File: src/rtl/change_dispenser_if.sv
// Bundles the request pulse, drink strobe and coin-hopper handshake of the change dispenser.
// The slave side is the dispenser; the master side is the upstream controller plus hopper.
interface change_dispenser_if;
    logic       enable_i;
    logic [1:0] drink_i;
    logic [5:0] change_i;
    logic       coin_ready_i;
    logic       busy_o;
    logic       drink_valid_o;
    logic [1:0] drink_o;
    logic       coin_valid_o;
    logic [1:0] coin_o;
    logic       done_o;
    logic       overrun_o;
    logic [7:0] stock10_o;
    logic [7:0] stock5_o;

    modport master (
        output enable_i, drink_i, change_i, coin_ready_i,
        input  busy_o, drink_valid_o, drink_o, coin_valid_o, coin_o,
               done_o, overrun_o, stock10_o, stock5_o
    );

    modport slave (
        input  enable_i, drink_i, change_i, coin_ready_i,
        output busy_o, drink_valid_o, drink_o, coin_valid_o, coin_o,
               done_o, overrun_o, stock10_o, stock5_o
    );
endinterface

File: src/rtl/change_dispenser.sv
// Releases a drink and pays its change as 10/5/1-unit coins over a valid/ready handshake,
// drawing from a finite stock of 10- and 5-unit coins (1-unit coins are unlimited).
module change_dispenser #(
    parameter logic [7:0] STOCK10 = 8'd8,
    parameter logic [7:0] STOCK5  = 8'd8
) (
    input logic              clk,
    input logic              reset,
    change_dispenser_if.slave bus
);
    typedef enum logic [1:0] {IDLE, DRINK, COIN, DONE} state_t;

    localparam logic [1:0] COIN_1  = 2'd1;
    localparam logic [1:0] COIN_5  = 2'd2;
    localparam logic [1:0] COIN_10 = 2'd3;

    state_t     state, state_next;
    logic [5:0] rem, rem_next;
    logic [1:0] drink_q, drink_next;
    logic [7:0] stock10, stock10_next;
    logic [7:0] stock5, stock5_next;
    logic       overrun, overrun_next;
    logic [1:0] coin_sel;
    logic [5:0] coin_value;

    // Coin choice depends only on registered rem/stock, so coin_o is stable during a stall.
    always_comb begin
        coin_sel   = COIN_1;
        coin_value = 6'd1;
        if (rem >= 6'd10 && stock10 != 8'd0) begin
            coin_sel   = COIN_10;
            coin_value = 6'd10;
        end else if (rem >= 6'd5 && stock5 != 8'd0) begin
            coin_sel   = COIN_5;
            coin_value = 6'd5;
        end
    end

    // NOTE: every signal assigned here gets a default first, so no latch can be inferred.
    always_comb begin
        state_next   = state;
        rem_next     = rem;
        drink_next   = drink_q;
        stock10_next = stock10;
        stock5_next  = stock5;
        overrun_next = overrun;

        if (bus.enable_i && state != IDLE) overrun_next = 1'b1;

        case (state)
            IDLE: begin
                if (bus.enable_i) begin
                    drink_next = bus.drink_i;
                    rem_next   = bus.change_i;
                    state_next = DRINK;
                end
            end
            DRINK: state_next = (rem != 6'd0) ? COIN : DONE;
            COIN: begin
                if (bus.coin_ready_i) begin
                    rem_next = rem - coin_value;
                    if (coin_sel == COIN_10)
                        stock10_next = (stock10 != 8'd0) ? stock10 - 8'd1 : 8'd0;
                    else if (coin_sel == COIN_5)
                        stock5_next = (stock5 != 8'd0) ? stock5 - 8'd1 : 8'd0;
                    if (rem_next == 6'd0) state_next = DONE;
                end
            end
            DONE:    state_next = IDLE;
            default: state_next = IDLE;
        endcase
    end

    // NOTE: state registers use non-blocking assignments so all of them update together.
    always_ff @(posedge clk) begin
        if (!reset) begin
            state   <= IDLE;
            rem     <= 6'd0;
            drink_q <= 2'd0;
            stock10 <= STOCK10;
            stock5  <= STOCK5;
            overrun <= 1'b0;
        end else begin
            state   <= state_next;
            rem     <= rem_next;
            drink_q <= drink_next;
            stock10 <= stock10_next;
            stock5  <= stock5_next;
            overrun <= overrun_next;
        end
    end

    // Outputs decode registered state only; no input reaches an output combinationally.
    assign bus.busy_o        = (state != IDLE);
    assign bus.drink_valid_o = (state == DRINK) && (drink_q != 2'd0);
    assign bus.drink_o       = (state == DRINK) ? drink_q : 2'd0;
    assign bus.coin_valid_o  = (state == COIN);
    assign bus.coin_o        = (state == COIN) ? coin_sel : 2'd0;
    assign bus.done_o        = (state == DONE);
    assign bus.overrun_o     = overrun;
    assign bus.stock10_o     = stock10;
    assign bus.stock5_o      = stock5;
endmodule

File: src/flat_wrapper.sv
// flat-port wrapper written by rule: the top's interface ports become plain ports
module change_dispenser_flat 
#(
    parameter logic [7:0] STOCK10 = 8'd8,
    parameter logic [7:0] STOCK5  = 8'd8
)
  (clk, reset, bus_enable_i, bus_drink_i, bus_change_i, bus_coin_ready_i, bus_busy_o, bus_drink_valid_o, bus_drink_o, bus_coin_valid_o, bus_coin_o, bus_done_o, bus_overrun_o, bus_stock10_o, bus_stock5_o);
  change_dispenser_if bus_i ();
  input logic clk;
  input logic reset;
  input wire logic [$bits(bus_i.enable_i)-1:0] bus_enable_i;
  input wire logic [$bits(bus_i.drink_i)-1:0] bus_drink_i;
  input wire logic [$bits(bus_i.change_i)-1:0] bus_change_i;
  input wire logic [$bits(bus_i.coin_ready_i)-1:0] bus_coin_ready_i;
  output wire logic [$bits(bus_i.busy_o)-1:0] bus_busy_o;
  output wire logic [$bits(bus_i.drink_valid_o)-1:0] bus_drink_valid_o;
  output wire logic [$bits(bus_i.drink_o)-1:0] bus_drink_o;
  output wire logic [$bits(bus_i.coin_valid_o)-1:0] bus_coin_valid_o;
  output wire logic [$bits(bus_i.coin_o)-1:0] bus_coin_o;
  output wire logic [$bits(bus_i.done_o)-1:0] bus_done_o;
  output wire logic [$bits(bus_i.overrun_o)-1:0] bus_overrun_o;
  output wire logic [$bits(bus_i.stock10_o)-1:0] bus_stock10_o;
  output wire logic [$bits(bus_i.stock5_o)-1:0] bus_stock5_o;
  assign bus_i.enable_i = bus_enable_i;
  assign bus_i.drink_i = bus_drink_i;
  assign bus_i.change_i = bus_change_i;
  assign bus_i.coin_ready_i = bus_coin_ready_i;
  assign bus_busy_o = bus_i.busy_o;
  assign bus_drink_valid_o = bus_i.drink_valid_o;
  assign bus_drink_o = bus_i.drink_o;
  assign bus_coin_valid_o = bus_i.coin_valid_o;
  assign bus_coin_o = bus_i.coin_o;
  assign bus_done_o = bus_i.done_o;
  assign bus_overrun_o = bus_i.overrun_o;
  assign bus_stock10_o = bus_i.stock10_o;
  assign bus_stock5_o = bus_i.stock5_o;
  change_dispenser #(.STOCK10(STOCK10), .STOCK5(STOCK5)) u_core (.clk(clk), .reset(reset), .bus(bus_i));
endmodule
File: config.mk
export PLATFORM = sky130hd
export DESIGN_NAME = change_dispenser_flat
export DESIGN_NICKNAME = d
export VERILOG_FILES = /design/src/rtl/change_dispenser_if.sv /design/src/rtl/change_dispenser.sv /design/src/flat_wrapper.sv
export SDC_FILE = /design/constraint.sdc
export NUM_CORES = 1
export LEC_CHECK = 0
export CAP_MARGIN = 20
export CORE_ASPECT_RATIO = 0.5
export CORE_UTILIZATION = 35
export CTS_BUF_LIST = sky130_fd_sc_hd__clkbuf_16
export DETAILED_ROUTE_END_ITERATION = 16
export SLEW_MARGIN = 5
export SYNTH_ARGS = -nofsm -noshare
export SYNTH_HDL_FRONTEND = slang
export SYNTH_SLANG_ARGS = --single-unit
File: constraint.sdc
create_clock -name clk -period 4.6 [get_ports clk]
set_input_delay 0.92 -clock clk [delete_from_list [all_inputs] [get_ports clk]]
set_output_delay 0.92 -clock clk [all_outputs]
set_load 0.02 [all_outputs]
# Word level (Yosys, flattened, before mapping)
# Cells that the tools add are included.
[totals]
output_inout_bits = 25
wordCells = 53
input_bits = 12
regBits = 27
[classes]
addsub = 3
bitwise_logic = 1
eq_ne = 8
order_cmp = 2
mux = 16
n_reduce_logical = 17
[op_table]
columns = ["cell", "n"]
rows = [
  ["$mux W6", 3],
  ["$mux W8", 2],
  ["$reduce_bool A8 Y1", 2],
  ["$sub A8 B1 Y8 const B", 2],
  ["$mux W2", 7],
  ["$pmux W6 S2", 1],
  ["$reduce_and A3 Y1", 3],
  ["$eq A2 B2 Y1 const B", 4],
  ["$pmux W2 S4", 1],
  ["$ge A6 B3 Y1 const B", 1],
  ["$ge A6 B4 Y1 const B", 1],
  ["$logic_not A6 Y1", 1],
  ["$reduce_bool A2 Y1", 3],
  ["$reduce_bool A6 Y1", 1],
  ["$sub A6 B6 Y6", 1],
  ["$logic_and A1 B1 Y1", 4],
  ["$ne A2 B2 Y1 const B", 2],
  ["$reduce_and A4 Y1", 1],
  ["$mux W3", 1],
  ["$eq A2 B1 Y1 const B", 1],
  ["$logic_not A2 Y1", 1],
  ["$ne A2 B1 Y1 const B", 1],
  ["$reduce_and A2 Y1", 1],
  ["$mux W1", 1],
  ["$not A1 Y1", 1],
]

# Longest topological paths before layout
[logic_depth]
depth_word = 9
ltp_mapped = 14
depth_no_buf = 13

# Worst setup path before layout
# OpenSTA, ideal clock, no wires.
[synth_timing]
path_kind = "register to register"
start = "register u_core.stock10[0] (netlist: u_core.bus.stock10_o[0])"
end = "register u_core.state[0]"
t_arrival_ps = 2624
path_buffers = 1
required_time_ps = 4471
synth_period_minus_slack_ps = 2753
setup_time_ps = 129
stages_incl_launch_ff = 15
path_slack_ps = 1847
path_cell_list = "dfxtp_1 inv_1 ha_1 nor2b_1 a32o_2 inv_2 buf_4 nor2_1 inv_1 ha_1 o21ai_0 a21oi_1 o31ai_1 a41oi_1 mux2i_1"
[synth_between]
elab_chain_len = 7
[synth_lines]
columns = ["element", "line", "source"]
rows = [
  ["start, declared", "change_dispenser.sv:20", "logic [7:0] stock10, stock10_next;"],
  ["start signal, assigned", "change_dispenser.sv:87", "stock10 <= stock10_next;"],
  ["$reduce_bool A8 Y1", "change_dispenser.sv:30", "if (rem >= 6'd10 && stock10 != 8'd0) begin"],
  ["$logic_and A1 B1 Y1", "change_dispenser.sv:30", ""],
  ["$mux W6", "change_dispenser.sv:30", ""],
  ["$sub A6 B6 Y6", "change_dispenser.sv:61", "rem_next = rem - coin_value;"],
  ["$logic_not A6 Y1", "change_dispenser.sv:66", "if (rem_next == 6'd0) state_next = DONE;"],
  ["$ne A2 B1 Y1 (no source line)", "n/a", ""],
  ["$reduce_and A3 Y1 (no source line)", "n/a", ""],
  ["end signal, assigned", "change_dispenser.sv:84", "state <= state_next;"],
  ["end, declared", "change_dispenser.sv:17", "state_t state, state_next;"],
]
# Every way passes these cells.
# A chain may end at the register's enable or synchronous reset.

# Worst setup path after layout
[layout_timing]
start = "register u_core.stock5[2] (netlist: u_core.bus.stock5_o[2])"
end = "output bus_coin_o[0]"
[layout_between]
elab_chain_len = 5
[layout_lines]
columns = ["element", "line", "source"]
rows = [
  ["start, declared", "change_dispenser.sv:21", "logic [7:0] stock5, stock5_next;"],
  ["start signal, assigned", "change_dispenser.sv:88", "stock5 <= stock5_next;"],
  ["$reduce_bool A8 Y1", "change_dispenser.sv:33", "end else if (rem >= 6'd5 && stock5 != 8'd0) begin"],
  ["$logic_and A1 B1 Y1", "change_dispenser.sv:33", ""],
  ["$mux W2", "change_dispenser.sv:33", ""],
  ["$mux W2", "change_dispenser.sv:30", ""],
  ["$mux W2", "change_dispenser.sv:98", "assign bus.coin_o = (state == COIN) ? coin_sel : 2'd0;"],
  ["end, declared", "flat_wrapper.sv:19", "output wire logic [$bits(bus_i.coin_o)-1:0] bus_coin_o;"],
]
# Every way passes these cells.

==> summary.md <==
The fraction of the yosys area taken by sequential cells is 32.68%. Across the whole layout, storage elements account for 540.5 um^2. After detailed routing, the average wire length per cell comes to 13.02 um. The number of antenna-violating nets in the routed design came out at 0. The number of warnings printed during yosys synthesis is 0. Hold violation total from the final report: 0. For the worst setup path, the data arrival time is 2.55 ns. The final critical path takes up 75.46% of the cycle. The floorplan has 17 rows. STA classifies the critical path endpoint as an output pin. The cell with the largest stage delay on the worst path was sky130_fd_sc_hd__nor4_1. At the pin with the least slew margin, the transition time is 0.8150 ns. Synthesis produced a netlist whose cell count is 198. The maximum fanout count along the critical path is 7, and the vias after detailed routing is 1,462.

The final count of pins violating max slew came out at 0. Setup violations remaining at the end of the flow were counted as 0. The final hold slack was 0.4527 ns.

Global routing consumed, over all layers together, 16.18% of the routing resources. The worst setup path is of the flop to output pin kind. At the end of routability-driven placement, the weighted congestion stood at 0.8323. TritonCTS buffer count: 3. The number of different library cells used by synthesis comes to 38.

After detailed routing, the number of remaining DRC violations is 0. Relative to the synthesized area, the layout overhead comes to 29.73%. The reg-to-reg startpoint was u_core.bus.stock5_o[2]. For the initial antenna violation count, the log shows 0. Footprint of the multi-input gates: 0.001031 mm^2.

The via density per instance is 5.041, and the mean instance size in the synthesized netlist is 8.354 um^2. The overflow left after global routing is 0, and the area share of the leading cell type in the synthesized netlist is 32.68%. Entering global routing, the biggest net connects 24 pins. Detailed placement finished with a half-perimeter wire length of 2.846 mm. In this run the worst setup path begins at u_core.bus.stock5_o[2]. The repair_antennas step left the layout with diodes totalling 0. Walking the worst path, the cells encountered are nor4_1 > a32o_2 > nor2_1 > nor2b_1 > clkdlybuf4s50_1. The cell area power density was 641.9 mW/mm^2.

The die is 99.22 um wide. Synthesis inferred 27 register bits. TritonCTS built the clock tree.

The die is 50.61 um tall. The flow ran to the end, and the final reports show no timing, DRC or antenna violations. Clock tree synthesis selected as its root buffer the cell sky130_fd_sc_hd__clkbuf_16.

The number of global-route vias before repair came out at 1,278. Buffers inserted to repair hold after CTS numbered 0. Measured on the finished design, the core utilization comes to 48.04%. For this run, asynchronously set or reset flops after synthesis account for 0%. The number of violations of the max-capacitance limit is 0, and the clock transition time at the flip-flop clock pins of the worst setup and hold paths is 0.07 ns. For the final database, setup skew stands at 0.005690 ns. The core region is 0.004467 mm^2. Later-pin clock latency in the skew report: 0.27 ns.

Setup repair after global routing left no endpoint under its margin. The number of nets in the layout was 259. Summed over all instances, the cell type with the most area after synthesis is sky130_fd_sc_hd__dfxtp_1.

The tightest min-delay check is of the flop to flop type. Sorting the synthesized cells by area gives the leading types as sky130_fd_sc_hd__dfxtp_1 (33%), sky130_fd_sc_hd__ha_1 (9.1%), sky130_fd_sc_hd__nor2_1 (6.6%). For this design the static power due to leakage is 0.8052 nW. The floorplan step defined a die boundary enclosing 0.005022 mm^2. During placement, the flow inserted port buffers numbering 36.

The logs give 0.0002554 V for the peak supply drop and 223 for the number of nets in the synthesized netlist. In the final layout, the share of cells above drive strength 1 is 6.009%. The final worst slack was 1.129 ns; the pre-CTS setup slack was 1.463 ns. For the summed instance area of the synthesized netlist, the log shows 0.001654 mm^2. The clock drives 27 sinks.

The worst setup path is launched from a flop. No sink is reached through more buffers than the 2 on the longest clock path. For this run, the top clock speed supported by timing is 288.1 MHz. The smallest clock period supported by the final layout is computed as 3.471 ns.

Count of filler cells inserted in the layout: 439. After detailed routing, the total wire length is 3.776 mm. The worst hold path begins at u_core.drink_q[1].

The logs give 50 for the starting DRC count in detailed routing and 6.265 mm for the wire length of the first global-routing pass. In this run the tightest slew margin relative to its limit is 45.61%. The sum of negative setup slack came out at 0 ns. Yosys mapped a number of flops with a built-in enable equal to 0.

The I/O pin total is 37. The number of instances resized during post-cts repair was 0; the initial core utilization was 37.03%. STA puts the critical path data required time at 3.68 ns. The highest cell delay on the worst timing path is 0.64 ns, and the number of levels the H-tree was split into is 1.

The most frequently used flop master after synthesis was sky130_fd_sc_hd__dfxtp_1. The number of setup buffers added after CTS is 0. For the number of detailed-routing iterations run before antenna repair, the log shows 4.
-- per-stage QoR --
stage / power (mW) / cells / area, um^2
global placement: 1.166 / 286 / 2063
detailed placement: 1.173 / 286 / 2063
floorplan: 0.9743 / 198 / 1654
finish: 1.377 / 290 / 2146
global route: 1.510 / 290 / 2146
CTS: 1.383 / 290 / 2146
-- routing by layer --
metal | wire length (um) | share of wire [%] | up-vias | GRT usage, %
met3 | 134 | 3.5 | 5 | 3.760
met4 | 42 | 1.1 | 0 | 5.147
li1 | - | - | 749 | -
met1 | 2044 | 54 | 681 | 23.30
met2 | 1555 | 41 | 27 | 23.61
met5 | 0 | 0 | - | 0
-- layout make-up --
class | instances | area share (%)
flip-flops and latches | 27 | 25.19
inverters | 16 | 2.799
multi-input cells | 150 | 48.05
well taps | 57 | 3.324
repair buffers | 36 | 16.79
clock buffers | 3 | 3.499
clock inverters | 1 | 0.3499
-- state kept, by name, summed over array words and instances, names as in the netlist --
register,cells
u_core.bus.overrun_o,1
u_core.bus.stock10_o,8
u_core.bus.stock5_o,8
u_core.drink_q,2
u_core.rem,6
u_core.state,2
-- cell usage in the layout (no fill, tap or decap), drive strengths merged, types with 4 or more instances in the layout --
cell type and n:
a211oi 6, a21oi 11, clkdlybuf4s50 36, dfxtp 27, ha 12, inv 16, mux2i 7, nand2 13
nand2b 5, nand3 8, nor2 29, nor2b 4, nor3 9, o21ai 4, xnor2 7, xor2 8
-- path summary, 6_finish.rpt --
check	endpoint	slack [ns]	depth (start not counted)
setup / recovery	bus_coin_o[0]	1.13	5
setup reg to reg	u_core.state[1]	1.60	10
hold reg to reg	u_core.drink_q[1]	0.45	2
hold / removal	u_core.drink_q[1]	0.45	2
-- worst max-delay path: cells and delay by family (launching register included) --
kind                   cells  cell delay [ns]
AND/OR/NAND/NOR            3             0.88
buffers and inverters      1             0.60
AO/OA/AOI/OAI              1             0.43
flip-flops                 1             0.36
-- Yosys cell counts, types with 2 or more instances --
| cell type | number |
|---|---|
| sky130_fd_sc_hd__nor2b_1 | 4 |
| sky130_fd_sc_hd__ha_1 | 12 |
| sky130_fd_sc_hd__dfxtp_1 | 27 |
| sky130_fd_sc_hd__nand2_1 | 13 |
| sky130_fd_sc_hd__and2_1 | 3 |
| sky130_fd_sc_hd__a21o_1 | 3 |
| sky130_fd_sc_hd__a21oi_1 | 11 |
| sky130_fd_sc_hd__nand3_1 | 8 |
| sky130_fd_sc_hd__a32o_2 | 2 |
| sky130_fd_sc_hd__xor2_1 | 8 |
| sky130_fd_sc_hd__nand2b_1 | 5 |
| sky130_fd_sc_hd__o21ai_0 | 4 |
| sky130_fd_sc_hd__or2_2 | 2 |
| sky130_fd_sc_hd__mux2i_1 | 7 |
| sky130_fd_sc_hd__inv_1 | 15 |
| sky130_fd_sc_hd__nor3_4 | 2 |
| sky130_fd_sc_hd__nor4_1 | 2 |
| sky130_fd_sc_hd__clkbuf_1 | 3 |
| sky130_fd_sc_hd__nor3_1 | 7 |
| sky130_fd_sc_hd__nor2_1 | 29 |
| sky130_fd_sc_hd__a211oi_1 | 6 |
| sky130_fd_sc_hd__nand4_1 | 3 |
| sky130_fd_sc_hd__xnor2_1 | 7 |
-- power breakdown --
part,switching [mW],internal [mW]
clock network,0.0858,0.118
registers,0.0522,0.278
logic,0.489,0.354
-- cells by family (layout without fill, tap and decap cells) --
kind of cell               after synthesis  in the layout  synth area share (%)
AOI/OAI and AO/OA                       32             32                 12.94
xor gates and xnor gates                15             15                 7.943
adders and majority gates               13             13                 10.29
buffers and inverters                   21             56                 4.992
DFF                                     27             27                 32.68
muxes                                    7              7                 4.236
and+or+nand+nor                         83             83                 26.93
(Power assumes the default switching activity.)
